## src/rtl/sim_finish_sequencer.sv

```systemverilog
// sim_finish_sequencer: end-of-simulation controller; define SIM_KPRINT_EN to add the RAM-dump trigger/terminator handshake
module sim_finish_sequencer #(
    parameter logic [7:0]  TRIGGER_CHAR   = 8'h72,
    parameter logic [7:0]  TERM_CHAR      = 8'h2E,
    parameter int unsigned TIMEOUT_CYCLES = 1000000,
    parameter int unsigned CW             = 32
) (
    input  logic        clk,
    input  logic        reset,
    input  logic [31:0] report,
    input  logic        done,
    output logic [7:0]  rx_data,
    output logic        rx_valid,
    input  logic        rx_ready,
    input  logic [7:0]  tx_data,
    input  logic        tx_valid,
    output logic [31:0] report_q,
    output logic        report_changed,
    output logic [15:0] tx_count,
    output logic        finish,
    output logic        timed_out,
    output logic [2:0]  state
);
    typedef enum logic [1:0] {IDLE = 2'd0, INJECT = 2'd1, WAIT_TERM = 2'd2, FINISH = 2'd3} state_t;
    localparam logic [CW-1:0] TMAX = CW'(TIMEOUT_CYCLES - 1);
`ifdef SIM_KPRINT_EN
    localparam state_t ON_DONE = INJECT;
`else
    localparam state_t ON_DONE = FINISH;
`endif
    state_t      state_q, state_d;
    logic [31:0] rep_q, rep_d;
    logic        chg_q, chg_d;
    logic [15:0] txc_q, txc_d;
    logic        done_l_q, done_l_d;
    logic        fin_q, fin_d;
`ifdef SIM_KPRINT_EN
    logic [CW-1:0] cnt_q, cnt_d;
    logic          hit_q, hit_d;
    logic          to_q, to_d;
    logic          exit_now;
`endif
    // report tracking, saturating log-byte count, sticky done latch; finish trails entry into FINISH by a cycle
    always_comb begin
        rep_d    = report;
        chg_d    = report != rep_q;
        txc_d    = (tx_valid && txc_q != 16'hFFFF) ? txc_q + 16'd1 : txc_q;
        done_l_d = done_l_q | done;
        fin_d    = state_q == FINISH;
    end
    // next state; the normal exit of a dump phase takes priority over the timeout
    always_comb begin
        state_d = state_q;
`ifdef SIM_KPRINT_EN
        cnt_d    = cnt_q + CW'(1);
        hit_d    = hit_q;
        to_d     = hit_q;
        exit_now = (state_q == INJECT) ? rx_ready : (tx_valid && tx_data == TERM_CHAR);
`endif
        case (state_q)
            IDLE: begin
                state_d = (done_l_q || done) ? ON_DONE : IDLE;
`ifdef SIM_KPRINT_EN
                cnt_d   = '0;
`endif
            end
`ifdef SIM_KPRINT_EN
            INJECT, WAIT_TERM: begin
                state_d = exit_now ? ((state_q == INJECT) ? WAIT_TERM : FINISH)
                                   : ((cnt_q == TMAX) ? FINISH : state_q);
                hit_d   = !exit_now && cnt_q == TMAX;
            end
`endif
            default: ;
        endcase
    end
    // state and status registers; anything sampled during reset is discarded
    always_ff @(posedge clk) begin
        if (reset) begin
            state_q  <= IDLE;
            rep_q    <= '0;
            chg_q    <= 1'b0;
            txc_q    <= '0;
            done_l_q <= 1'b0;
            fin_q    <= 1'b0;
        end else begin
            state_q  <= state_d;
            rep_q    <= rep_d;
            chg_q    <= chg_d;
            txc_q    <= txc_d;
            done_l_q <= done_l_d;
            fin_q    <= fin_d;
        end
    end
`ifdef SIM_KPRINT_EN
    // dump timeout counter and timeout flags
    always_ff @(posedge clk) begin
        if (reset) begin
            cnt_q <= '0;
            hit_q <= 1'b0;
            to_q  <= 1'b0;
        end else begin
            cnt_q <= cnt_d;
            hit_q <= hit_d;
            to_q  <= to_d;
        end
    end
    assign rx_valid  = state_q == INJECT;
    assign timed_out = to_q;
`else
    logic unused_ok;
    assign unused_ok = ^{rx_ready, tx_data, TERM_CHAR, TMAX};
    assign rx_valid  = 1'b0;
    assign timed_out = 1'b0;
`endif
    assign rx_data        = rx_valid ? TRIGGER_CHAR : 8'h00;
    assign report_q       = rep_q;
    assign report_changed = chg_q;
    assign tx_count       = txc_q;
    assign finish         = fin_q;
    assign state          = {1'b0, state_q};
endmodule

```

## config.mk

```make
export PLATFORM = sky130hd
export DESIGN_NAME = sim_finish_sequencer
export DESIGN_NICKNAME = d
export VERILOG_FILES = /design/src/rtl/sim_finish_sequencer.sv
export SDC_FILE = /design/constraint.sdc
export NUM_CORES = 1
export LEC_CHECK = 0
export BUFFER_PORTS_ARGS = -buffer_cell sky130_fd_sc_hd__buf_4
export CORE_UTILIZATION = 35
export CTS_CLUSTER_SIZE = 20
export DETAILED_ROUTE_END_ITERATION = 6
export PLACE_DENSITY_LB_ADDON = 0.3
export SLEW_MARGIN = 40
export SYNTH_ARGS = -nofsm -noshare
export SYNTH_HDL_FRONTEND = slang
export SYNTH_SLANG_ARGS = --single-unit
```

## constraint.sdc

```tcl
create_clock -name clk -period 1.8 [get_ports clk]
set_input_delay 0.09 -clock clk [delete_from_list [all_inputs] [get_ports clk]]
set_output_delay 0.09 -clock clk [all_outputs]
set_load 0.03 [all_outputs]
```

; Yosys cells after proc, flatten, opt, wreduce, memory -nomap -nowiden
; Cells that the tools add are included.
[totals]
register_bits = 53
in_bits = 45
output_inout_bits = 63
wordCells = 15
[op_classes]
addsub = 1
eq_ne = 3
mux = 1
bitwise = 1
reduce_logical = 3
[ops]
columns = cell, n
row1 = $ne A32 B32 Y1, 1
row2 = $add A16 B1 Y16 const B, 1
row3 = $ne A16 B16 Y1 const B, 1
row4 = $eq A2 B2 Y1 const B, 1
row5 = $logic_not A2 Y1, 1
row6 = $mux W2, 1
row7 = $logic_and A1 B1 Y1, 1
row8 = $logic_or A1 B1 Y1, 1
row9 = $or A1 B1 Y1, 1

; Logic depth before layout (Yosys ltp)
[depth]
word_depth = 2
depth_mapped = 5
depth_no_buf = 5

; Least setup slack after synthesis
; No wires, ideal clock.
[synth_timing]
path_kind = register to register
from = reg txc_q[0], in the netlist tx_count[0]
to = reg txc_q[9], in the netlist tx_count[9]
arrival_ps = 1737
required_time_ps = 1730
slack_ps = -7
stages_incl_launch_ff = 6
n_path_buf = 0
synth_period_minus_slack_ps = 1807
cell_sequence = dfxtp_1 -> ha_1 -> nand4_1 -> nor3_1 -> or4_2 -> a21oi_1
[synth_between]
elab_chain_len = 2
elab_cells_between_ends = 3
cone_classes = 1 x add/sub / 1 x eq/ne / 1 x reduce/logical
[synth_rtl]
columns = element, line
row1 = start: declaration, 34  ; logic [15:0] txc_q, txc_d;
row2 = start signal: assignment, 90  ; txc_q <= txc_d;
row3 = branches (longest 2 deep; another with $add A16 B1 Y16), -
; Parallel ways; which one is timed is not known.
; A chain may end at the register's enable or synchronous reset.

; Final worst setup path
[layout_timing]
from = reg txc_q[1], in the netlist tx_count[1]
to = reg txc_q[1], in the netlist tx_count[1]
; The elaborated chain is that of the path after synthesis.

==> impl_results.md <==
- Run status: completed
- HP Start: report[12]
- Clock sinks: 52
- All-layer global routing usage: between 15 and 20%
- Fraction of layout cells with a size suffix above 1: 35.50%
- Slew Viols, Final: 0
- Reg2reg setup slack: slightly below 0.08 ns
- Most common library cells after synthesis: 52 x dfxtp_1, 33 x nor2b_1, 33 x xnor2_1
- Die Width: ~82 um
- DR vias: ~1900
- Reg-to-reg endpoint: tx_count[1]$_SDFFE_PP0P_
- Grt ovf: 0
- Gpl congestion: 0.8309
- Final Cell Area: between 3000 and 4000 sq um
- Multi-input gate area: about 1100 sq um
- Clock tree root driver cell: clkbuf_8
- Max_cap viols: 0
- Setup crit end kind: flip-flop
- Core area: between 6000 and 7000 sq um
- CP startpoint kind: flip-flop
- Post-synthesis sequential area ratio: between 40% and 50%
- DR WL/cell: roughly 13 um
- Reg2reg path depth: 6
- Nets: between 300 and 400
- Highest Clock Rate: ~580 MHz
- First-pass GRT wire length: roughly 8100 um
- Clock latency at the later pin of the worst-skew pair: around 0.30 ns
- Hold Crit Endpoint: report_q[12]$_SDFF_PP0_
- Layout area overhead: 46.39%
- Register Area: 1046 sq um
- DRC marker count from the first detailed-route iteration: 47
- Drt pass-1 iters: 4
- HPWL after DPL: 3762 um
- Max clock buf depth: 2
- CTS tree: yes
- Post-synthesis instance area: approximately 2200 sq um
- H-tree depth: 2
- VDD IR max: about 0.4 mV
- Post-synth top area share: 46.90%
- Register bit total from synthesis: 52
- Row Count: 28
- IO buf count: slightly below 90
- Final worst path period share: between 90% and 100%
- Drt via density: between 4 and 5
- Avg Inst Size Synth: 9.865 sq um
- Layout filler cell count: roughly 560
- PwrDens: slightly below 800 nW/um^2
- Yosys Warn Count: 0
- Critical Path RT: about 2.0 ns
- Most numerous cell in the Yosys netlist: dfxtp_1
- Skew final: approximately 0.007 ns
- Setup WS pre-CTS: approximately 0.063 ns
- Tmin final: between 1.5 and 2 ns
- Dpl cell area: 2972 sq um
- Synth top area cells: dfxtp_1 47%, xnor2_1 13%, nor2b_1 9.3%, buf_4 4.4%, nand4_1 3.1%
- Remaining DRCs: 0
- Reg clk slew, reported paths: roughly 0.10 ns
- Antenna violations before repair: 0
- Setup ws final: just under 0.08 ns
- IO Pins: about 110
- Worst path arrival time: 1.91 ns
- Mapped Cells: approximately 230
- Largest net degree at the start of global routing: 36
- Critical path peak fanout: 6
- Number of global-route vias before repair: approximately 1800
- Async set or reset register ratio after synthesis: 0%
- Pleak: 1.360 nW
- Final cell count without fillers: 413
- Worst flop-to-flop path startpoint: tx_count[1]$_SDFFE_PP0P_
- CTS Buf Count: 5
- Final setup viols: 0
- Ant. Diodes: 0
- Die Y-Extent: approximately 82 um
- Area of the die: between 6000 and 7000 sq um
- Worst Hold Class: in2reg
- Ys flop type: dfxtp_1
- Inst Count DP: 391
- Final hold vios: 0
- Final hold slack: between 0.007 and 0.008 ns
- Routed wire length: 5179 um
- Worst setup path class: reg2reg
- Worst Hold Depth: 2
- Synth cell types: 35
- Dominant cell type by area after synthesis: dfxtp_1
- Final ANT Viol Nets: 0
- EDFF count, synth: 0
- Starting density of the core: between 30% and 40%
## metrics by stage
stage	utilization (%)	TNS [ns]	power, mW
after floorplan	-	0	1.538
after detailed placement	49.31	0	1.687
after global routing	53.92	-0.02005	2.641
after global placement	49.31	0	1.681
after CTS	53.49	0	2.564
final	53.92	0	2.534
## cells by family (layout without fill, tap and decap cells)
group	Yosys count	after routing	share of synthesized area, %
and+or+nand+nor	89	89	24.24
muxes	1	1	0.4510
buffers and inverters	21	124	6.088
xor gates and xnor gates	34	34	13.42
adders and majority gates	1	1	0.5636
DFF	52	52	46.90
other	1	11	0.1689
AOI/OAI and AO/OA	26	26	8.174
## critical path: stages, from the launching register on
cell and delay, ns:
dfxtp_2 0.38, ha_2 0.21, nand4_1 0.21, o41ai_4 0.37, buf_4 0.19, mux2i_1 0.19, nor2_1 0.05
## final cells by class
| cell class | instances | share of cell area (%) |
|---|---|---|
| multi-input combinational | 162 | 33.73 |
| tap | 75 | 2.888 |
| clock buffer | 6 | 2.541 |
| timing repair buffer | 113 | 27.11 |
| sequential | 52 | 32.19 |
| clock inverter | 2 | 1.194 |
| inverter | 3 | 0.3466 |
## what timing repair did
action / in CTS / in global routing
hold buffers: 13 / 0
setup buffers: 0 / 1
hold endpoints to repair: 13 / 0
resized for setup: 0 / 5
endpoints found under the setup margin: 0 / 7
## worst max path at each step
stage,slack [ns],to,start
after floorplan,0.008,tx_count[15]$_SDFFE_PP0P_,tx_count[5]$_SDFFE_PP0P_
after CTS,0.05,tx_count[5]$_SDFFE_PP0P_,tx_count[1]$_SDFFE_PP0P_
final,0.08,tx_count[1]$_SDFFE_PP0P_,tx_count[1]$_SDFFE_PP0P_
after global placement,0.13,tx_count[9]$_SDFFE_PP0P_,tx_count[0]$_SDFFE_PP0P_
after global routing,-0.02,tx_count[1]$_SDFFE_PP0P_,tx_count[1]$_SDFFE_PP0P_
after detailed placement,0.06,tx_count[5]$_SDFFE_PP0P_,tx_count[1]$_SDFFE_PP0P_
## flip-flops by register name, indices dropped and copies added (netlist names)
signal	cells
tx_count	16
report_q	32
state_q	1
finish	1
done_l_q	1
report_changed	1
## cell usage in the layout, fill, tap and decap left out, types with 3 or more instances in the layout
| cell type | synthesis | layout |
|---|---|---|
| nand3_1 | 6 | 6 |
| clkbuf_8 | 0 | 6 |
| nor2_1 | 10 | 10 |
| nand4_1 | 11 | 11 |
| dlygate4sd3_1 | 0 | 13 |
| nor3_1 | 5 | 5 |
| conb_1 | 1 | 11 |
| nor2b_1 | 33 | 33 |
| a21oi_1 | 10 | 10 |
| inv_1 | 3 | 3 |
| o31ai_1 | 4 | 4 |
| o21ai_0 | 4 | 4 |
| xnor2_1 | 33 | 33 |
| nand2_1 | 3 | 3 |
| buf_4 | 13 | 100 |
| dfxtp_1 | 52 | 50 |
| or3_1 | 5 | 5 |
## report_power, final
group | internal, mW | switching (mW) | total (mW) | leakage [nW]
Clock | 0.455 | 0.394 | 0.849 | 0.0614
Sequential | 1.20 | 0.0363 | 1.24 | 0.431
Combinational | 0.209 | 0.238 | 0.448 | 0.868
## per-layer routing
layer	GRT usage [%]	up-vias	wire length (um)
met5	0	-	0
met2	27.25	50	2582
met3	3.778	6	229
li1	-	975	-
met1	19.84	885	2296
met4	5.789	0	70
Power figures use the tool's default switching activity.
